**src/rtl/ar_issue_arbiter_if.sv**
```systemverilog
// Handshake bundle for the AR issue arbiter: demand and prefetch request
// channels, the registered master AR port, R-channel completion monitor,
// and the status outputs. The arbiter connects through the master modport;
// the surrounding fabric (or a bench) uses the slave modport.
interface ar_issue_arbiter_if #(
    parameter int ADDR_BITS       = 64,
    parameter int TID_WIDTH       = 8,
    parameter int BURST_LEN_WIDTH = 8,
    parameter int OUTST_WIDTH     = 3
);
    logic                       en;

    logic                       dm_ar_valid;
    logic                       dm_ar_ready;
    logic [ADDR_BITS-1:0]       dm_ar_addr;
    logic [BURST_LEN_WIDTH-1:0] dm_ar_len;
    logic [TID_WIDTH-1:0]       dm_ar_id;

    logic                       pf_ar_valid;
    logic                       pf_ar_ready;
    logic [ADDR_BITS-1:0]       pf_ar_addr;
    logic [BURST_LEN_WIDTH-1:0] pf_ar_len;
    logic [TID_WIDTH-1:0]       pf_ar_id;

    logic                       m_ar_valid;
    logic                       m_ar_ready;
    logic [ADDR_BITS-1:0]       m_ar_addr;
    logic [BURST_LEN_WIDTH-1:0] m_ar_len;
    logic [TID_WIDTH-1:0]       m_ar_id;
    logic                       m_ar_src;

    logic                       m_r_valid;
    logic                       m_r_ready;
    logic                       m_r_last;

    logic [OUTST_WIDTH-1:0]     outstanding;
    logic                       err_underflow;

    // Arbiter side
    modport master (
        input  en,
        input  dm_ar_valid, dm_ar_addr, dm_ar_len, dm_ar_id,
        output dm_ar_ready,
        input  pf_ar_valid, pf_ar_addr, pf_ar_len, pf_ar_id,
        output pf_ar_ready,
        output m_ar_valid, m_ar_addr, m_ar_len, m_ar_id, m_ar_src,
        input  m_ar_ready,
        input  m_r_valid, m_r_ready, m_r_last,
        output outstanding, err_underflow
    );

    // Requesters, DRAM slave and status consumer side
    modport slave (
        output en,
        output dm_ar_valid, dm_ar_addr, dm_ar_len, dm_ar_id,
        input  dm_ar_ready,
        output pf_ar_valid, pf_ar_addr, pf_ar_len, pf_ar_id,
        input  pf_ar_ready,
        input  m_ar_valid, m_ar_addr, m_ar_len, m_ar_id, m_ar_src,
        output m_ar_ready,
        output m_r_valid, m_r_ready, m_r_last,
        input  outstanding, err_underflow
    );
endinterface

```
**src/rtl/ar_issue_arbiter.sv**
```systemverilog
// AR issue arbiter: demand reads win by fixed priority, a starvation counter
// forces a prefetch grant after STARVE_LIMIT consecutive demand wins, and an
// outstanding-burst counter (fed by R last beats) caps bursts in flight.
// The master AR port is a single registered slot that supports one issue
// per cycle when m_ar_ready is held high.
//
// state | meaning
// IDLE  | output register empty, m_ar_valid=0
// HOLD  | m_ar_valid=1, payload held stable until m_ar_ready
module ar_issue_arbiter #(
    parameter int ADDR_BITS       = 64,
    parameter int TID_WIDTH       = 8,
    parameter int BURST_LEN_WIDTH = 8,
    parameter int STARVE_LIMIT    = 4,
    parameter int OUTST_WIDTH     = 3
) (
    input  logic clk,
    input  logic rst,
    ar_issue_arbiter_if.master bus
);

    localparam int SC_W = $clog2(STARVE_LIMIT + 1);
    localparam logic [SC_W-1:0]        STARVE_MAX = SC_W'(STARVE_LIMIT);
    localparam logic [OUTST_WIDTH-1:0] OUTST_MAX  = '1;

    typedef enum logic {
        IDLE = 1'b0,
        HOLD = 1'b1
    } state_t;

    state_t                     state_q, state_d;
    logic [ADDR_BITS-1:0]       addr_q, addr_d;
    logic [BURST_LEN_WIDTH-1:0] len_q, len_d;
    logic [TID_WIDTH-1:0]       id_q, id_d;
    logic                       src_q, src_d;
    logic [SC_W-1:0]            starve_q, starve_d;
    logic [OUTST_WIDTH-1:0]     outst_q, outst_d;
    logic                       err_q, err_d;

    logic slot_free;
    logic cap_ok;
    logic pf_elig;
    logic pf_win;
    logic dm_win;
    logic grant;
    logic r_done;

    // Grant decision: demand first unless prefetch has waited STARVE_LIMIT grants
    always_comb begin
        slot_free = (state_q == IDLE) | bus.m_ar_ready;
        cap_ok    = (outst_q != OUTST_MAX);
        pf_elig   = bus.pf_ar_valid & bus.en;
        pf_win    = slot_free & cap_ok & pf_elig &
                    (~bus.dm_ar_valid | (starve_q == STARVE_MAX));
        dm_win    = slot_free & cap_ok & bus.dm_ar_valid & ~pf_win;
        grant     = pf_win | dm_win;
        r_done    = bus.m_r_valid & bus.m_r_ready & bus.m_r_last;
    end

    // Next-state for the output slot, starvation counter and burst counter
    always_comb begin
        state_d  = state_q;
        addr_d   = addr_q;
        len_d    = len_q;
        id_d     = id_q;
        src_d    = src_q;
        starve_d = starve_q;
        outst_d  = outst_q;
        err_d    = err_q;

        if (pf_win) begin
            state_d = HOLD;
            addr_d  = bus.pf_ar_addr;
            len_d   = bus.pf_ar_len;
            id_d    = bus.pf_ar_id;
            src_d   = 1'b1;
        end else if (dm_win) begin
            state_d = HOLD;
            addr_d  = bus.dm_ar_addr;
            len_d   = bus.dm_ar_len;
            id_d    = bus.dm_ar_id;
            src_d   = 1'b0;
        end else if ((state_q == HOLD) && bus.m_ar_ready) begin
            // Payload is left as-is; it is invisible once valid drops.
            state_d = IDLE;
        end

        if (!pf_elig || pf_win) begin
            starve_d = '0;
        end else if (dm_win && (starve_q != STARVE_MAX)) begin
            starve_d = starve_q + 1'b1;
        end

        if (grant && !r_done) begin
            outst_d = outst_q + 1'b1;
        end else if (r_done && !grant) begin
            if (outst_q == '0) begin
                err_d = 1'b1;
            end else begin
                outst_d = outst_q - 1'b1;
            end
        end
    end

    // State and output registers; reset discards any held request
    always_ff @(posedge clk or posedge rst) begin
        if (rst) begin
            state_q  <= IDLE;
            addr_q   <= '0;
            len_q    <= '0;
            id_q     <= '0;
            src_q    <= 1'b0;
            starve_q <= '0;
            outst_q  <= '0;
            err_q    <= 1'b0;
        end else begin
            state_q  <= state_d;
            addr_q   <= addr_d;
            len_q    <= len_d;
            id_q     <= id_d;
            src_q    <= src_d;
            starve_q <= starve_d;
            outst_q  <= outst_d;
            err_q    <= err_d;
        end
    end

    assign bus.dm_ar_ready   = dm_win;
    assign bus.pf_ar_ready   = pf_win;
    assign bus.m_ar_valid    = (state_q == HOLD);
    assign bus.m_ar_addr     = addr_q;
    assign bus.m_ar_len      = len_q;
    assign bus.m_ar_id       = id_q;
    assign bus.m_ar_src      = src_q;
    assign bus.outstanding   = outst_q;
    assign bus.err_underflow = err_q;

endmodule

```
**src/flat_wrapper.sv**
```systemverilog
// flat-port wrapper written by rule: the top's interface ports become plain ports
module ar_issue_arbiter_flat 
#(
    parameter int ADDR_BITS       = 64,
    parameter int TID_WIDTH       = 8,
    parameter int BURST_LEN_WIDTH = 8,
    parameter int STARVE_LIMIT    = 4,
    parameter int OUTST_WIDTH     = 3
)
  (clk, rst, bus_en, bus_dm_ar_valid, bus_dm_ar_addr, bus_dm_ar_len, bus_dm_ar_id, bus_dm_ar_ready, bus_pf_ar_valid, bus_pf_ar_addr, bus_pf_ar_len, bus_pf_ar_id, bus_pf_ar_ready, bus_m_ar_valid, bus_m_ar_addr, bus_m_ar_len, bus_m_ar_id, bus_m_ar_src, bus_m_ar_ready, bus_m_r_valid, bus_m_r_ready, bus_m_r_last, bus_outstanding, bus_err_underflow);
  ar_issue_arbiter_if #(.ADDR_BITS(ADDR_BITS), .TID_WIDTH(TID_WIDTH), .BURST_LEN_WIDTH(BURST_LEN_WIDTH), .OUTST_WIDTH(OUTST_WIDTH)) bus_i ();
  input  logic clk;
  input  logic rst;
  input wire logic [$bits(bus_i.en)-1:0] bus_en;
  input wire logic [$bits(bus_i.dm_ar_valid)-1:0] bus_dm_ar_valid;
  input wire logic [$bits(bus_i.dm_ar_addr)-1:0] bus_dm_ar_addr;
  input wire logic [$bits(bus_i.dm_ar_len)-1:0] bus_dm_ar_len;
  input wire logic [$bits(bus_i.dm_ar_id)-1:0] bus_dm_ar_id;
  output wire logic [$bits(bus_i.dm_ar_ready)-1:0] bus_dm_ar_ready;
  input wire logic [$bits(bus_i.pf_ar_valid)-1:0] bus_pf_ar_valid;
  input wire logic [$bits(bus_i.pf_ar_addr)-1:0] bus_pf_ar_addr;
  input wire logic [$bits(bus_i.pf_ar_len)-1:0] bus_pf_ar_len;
  input wire logic [$bits(bus_i.pf_ar_id)-1:0] bus_pf_ar_id;
  output wire logic [$bits(bus_i.pf_ar_ready)-1:0] bus_pf_ar_ready;
  output wire logic [$bits(bus_i.m_ar_valid)-1:0] bus_m_ar_valid;
  output wire logic [$bits(bus_i.m_ar_addr)-1:0] bus_m_ar_addr;
  output wire logic [$bits(bus_i.m_ar_len)-1:0] bus_m_ar_len;
  output wire logic [$bits(bus_i.m_ar_id)-1:0] bus_m_ar_id;
  output wire logic [$bits(bus_i.m_ar_src)-1:0] bus_m_ar_src;
  input wire logic [$bits(bus_i.m_ar_ready)-1:0] bus_m_ar_ready;
  input wire logic [$bits(bus_i.m_r_valid)-1:0] bus_m_r_valid;
  input wire logic [$bits(bus_i.m_r_ready)-1:0] bus_m_r_ready;
  input wire logic [$bits(bus_i.m_r_last)-1:0] bus_m_r_last;
  output wire logic [$bits(bus_i.outstanding)-1:0] bus_outstanding;
  output wire logic [$bits(bus_i.err_underflow)-1:0] bus_err_underflow;
  assign bus_i.en = bus_en;
  assign bus_i.dm_ar_valid = bus_dm_ar_valid;
  assign bus_i.dm_ar_addr = bus_dm_ar_addr;
  assign bus_i.dm_ar_len = bus_dm_ar_len;
  assign bus_i.dm_ar_id = bus_dm_ar_id;
  assign bus_dm_ar_ready = bus_i.dm_ar_ready;
  assign bus_i.pf_ar_valid = bus_pf_ar_valid;
  assign bus_i.pf_ar_addr = bus_pf_ar_addr;
  assign bus_i.pf_ar_len = bus_pf_ar_len;
  assign bus_i.pf_ar_id = bus_pf_ar_id;
  assign bus_pf_ar_ready = bus_i.pf_ar_ready;
  assign bus_m_ar_valid = bus_i.m_ar_valid;
  assign bus_m_ar_addr = bus_i.m_ar_addr;
  assign bus_m_ar_len = bus_i.m_ar_len;
  assign bus_m_ar_id = bus_i.m_ar_id;
  assign bus_m_ar_src = bus_i.m_ar_src;
  assign bus_i.m_ar_ready = bus_m_ar_ready;
  assign bus_i.m_r_valid = bus_m_r_valid;
  assign bus_i.m_r_ready = bus_m_r_ready;
  assign bus_i.m_r_last = bus_m_r_last;
  assign bus_outstanding = bus_i.outstanding;
  assign bus_err_underflow = bus_i.err_underflow;
  ar_issue_arbiter #(.ADDR_BITS(ADDR_BITS), .TID_WIDTH(TID_WIDTH), .BURST_LEN_WIDTH(BURST_LEN_WIDTH), .STARVE_LIMIT(STARVE_LIMIT), .OUTST_WIDTH(OUTST_WIDTH)) u_core (.clk(clk), .rst(rst), .bus(bus_i));
endmodule
```
**config.mk**
```make
export PLATFORM = sky130hd
export DESIGN_NAME = ar_issue_arbiter_flat
export DESIGN_NICKNAME = d
export VERILOG_FILES = /design/src/rtl/ar_issue_arbiter_if.sv /design/src/rtl/ar_issue_arbiter.sv /design/src/flat_wrapper.sv
export SDC_FILE = /design/constraint.sdc
export NUM_CORES = 1
export LEC_CHECK = 0
export CAP_MARGIN = 20
export CELL_PAD_IN_SITES_DETAIL_PLACEMENT = 2
export CELL_PAD_IN_SITES_GLOBAL_PLACEMENT = 2
export CORE_MARGIN = 4
export CORE_UTILIZATION = 25
export DETAILED_ROUTE_END_ITERATION = 6
export PLACE_DENSITY_LB_ADDON = 0.1
export SLEW_MARGIN = 20
export SYNTH_ARGS = -nofsm -noshare
export SYNTH_HDL_FRONTEND = slang
export SYNTH_SLANG_ARGS = --single-unit
```
**constraint.sdc**
```tcl
create_clock -name clk -period 7.5 [get_ports clk]
set_input_delay 1.125 -clock clk [delete_from_list [all_inputs] [get_ports clk]]
set_output_delay 1.125 -clock clk [all_outputs]
set_load 0.01 [all_outputs]
```
==> results.txt <==
outcome: finished, final reports clean
Routed wire per std cell: 23.14 um
type of the worst setup path: input port to output port
Routed Antenna Nets: 0
Clock transition at path regs: 70 ps
fin crit share: 53.88%
Tmin final: 4041 ps
Ports: 257
CTS resizes: 0
Final Hold Violating Endpoints: 0
ANT cells: 0
synth warn: 0
Hold WS: 472.9 ps
design area: 0.007874 mm2
Mean Syn Cell Area: 11.16 um2
Final GP Congestion: 0.7631
post-CTS setup buffer count: 0
Cell Area, Synth: 0.004956 mm2
Core Rows: 51
number of global-route vias before repair: 5425
Final Skew: 8.847 ps
initial antenna violation count: 0
final setup TNS: 0 ps
PortBufs: 256
largest net degree at the start of global routing: 84
Root Buffer: clkbuf_16
kind of end point of the critical path: output port
CP arrival: 2920 ps
CP Launch Type: input port
Sink Count: 89
post-layout util: 40.46%
Synth Instances: 444
first-pass GRT wire length: 32880 um
non-filler instance count after layout: 927
via count: 4950
dpl cells: 911
fmax: 0.2474 GHz
CTS tree: done
Post-DP HPWL: 14770 um
Syn Nets: 618
drt initial violations: 202
Maximum Capacitance Violations: 0
area grow syn2layout: 58.87%
Die Area: 0.02214 mm2
Most used DFF post-synth: dfrtp_1
GRT Overall Usage: 18.80%
Post-Route WL: 21450 um
H-tree Lvls: 3
critical-path maximum fanout: 31
die width: 148.8 um
layout cells sized above 1: 4.683%
EDFF count, synth: 0
max-slew violations: 0
max_slew headroom: 30.34%
unrepaired setup endpoints after global routing: false
VDD IR max: 0.1340 mV
critical path required time: 6380 ps
nets@finish: 831
Die Y: 148.8 um
cts bufs inserted: 9
Initial Utilization: 25.46%
Seq/Total Area, Yosys: 44.94%
Pleak: 2.829 nW
Core ar.: 0.01946 mm2
hold crit path type: flop to flop
#FFs+latches synth: 89
worst slew pin tran: 1042 ps
pwr dens: 283.4 mW/mm2
placed inst area: 0.007550 mm2
Netlist cell types: 38
Final setup viols: 0
Clock Latency Late Sink: 340 ps
DR vias/cell: 5.340
drt first pass iters: 4
Remaining Overflow, GRT: 0
cts hold-fix bufs: 0
Longest Clk Path Bufs: 2
async set-reset flop share out of synthesis: 100.0%
DRC: 0
==> registers in the layout (all words and copies together) (netlist names) <==
signal,flops
u_core.bus.m_ar_valid,1
u_core.bus.m_ar_addr,64
u_core.bus.m_ar_id,8
u_core.bus.m_ar_src,1
u_core.bus.m_ar_len,8
u_core.bus.outstanding,3
u_core.bus.err_underflow,1
u_core.starve_q,3
==> kinds of logic after synthesis <==
group,after synthesis,synth area share (%)
AND/OR/NAND/NOR,106,15.35
buffers and inverters,68,7.750
XOR/XNOR,1,0.1768
AO/OA/AOI/OAI,175,30.37
adder cells (fa/ha/maj),5,1.414
flip-flops,89,44.94
==> power breakdown <==
part           internal [W]  switching, W
Combinational      0.000565      0.000410
Clock              0.000311      0.000192
Sequential         0.000642      0.000111
Total               0.00152      0.000714
==> worst max-delay path, stage by stage <==
cell,delay (ps)
buf_2,490
nand2_1,220
nor4_1,430
clkdlybuf4s50_1,630
==> final cells by class <==
type	count	area (um2)
Sequential cell	89	2227
Multi-Input combinational cell	287	2359
Fill cell	2031	11590
Tap cell	265	331.6
Timing Repair Buffer	263	2605
Inverter	7	27.53
Clock buffer	14	264.0
Clock inverter	2	60.06
==> worst paths after layout <==
path / slack, ps / cells past startpoint / from / to
max in group asynchronous: 5130 / 3 / rst / u_core.bus.m_ar_addr[51]
min in group asynchronous: 1220 / 2 / rst / u_core.bus.m_ar_addr[45]
hold / removal: 470 / 1 / u_core.bus.err_underflow / u_core.bus.err_underflow
setup / recovery: 3460 / 4 / bus_en / bus_pf_ar_ready
setup reg to reg: 4420 / 8 / u_core.bus.outstanding[0] / u_core.bus.outstanding[2]
hold reg to reg: 470 / 1 / u_core.bus.err_underflow / u_core.bus.err_underflow
==> placed cells by master (no fill, tap or decap), drive strengths merged, types with 2 or more instances in the layout <==
cell,instances
nand3b,80
a2bb2oi,80
clkdlybuf4s50,254
bufinv,2
or2,2
ha,4
a21oi,3
nor3,4
o21ai,3
nor2,5
o32ai,80
a21o,4
nand3,4
buf,9
and3,2
nand4,2
inv,6
clkbuf,14
dfrtp,89
==> cell usage after synthesis, types with 2 or more instances <==
cell type	n	area, um2
ha_1	4	50.05
nand3b_1	80	600.6
nand3_1	3	15.01
nor2_1	4	15.01
clkbuf_1	22	82.58
nor3_1	4	20.02
dfrtp_1	89	2227
o21ai_0	3	15.01
and3_4	2	22.52
buf_1	5	18.77
buf_6	13	146.4
a21oi_1	3	15.01
o32ai_1	80	700.7
buf_2	19	95.09
buf_4	2	15.01
inv_1	6	22.52
a2bb2oi_1	80	700.7
nand4_1	2	12.51
a21o_1	4	30.03
==> per-layer routing <==
layer	vias to the layer above	global-route usage, %	wire length (um)
met4	0	5.126	327
li1	2231	-	-
met2	164	30.58	10360
met3	19	4.345	1279
met5	-	0	0
met1	2536	25.28	9489
==> through the flow <==
stage / setup slack [ps] / power [W]
global placement: 3295 / 0.001726
floorplan: 4068 / 0.001203
CTS: 3439 / 0.002269
detailed placement: 3159 / 0.001749
finish: 3459 / 0.002232
global route: 3282 / 0.002363
Note: power is estimated with default switching activity, not from simulation.
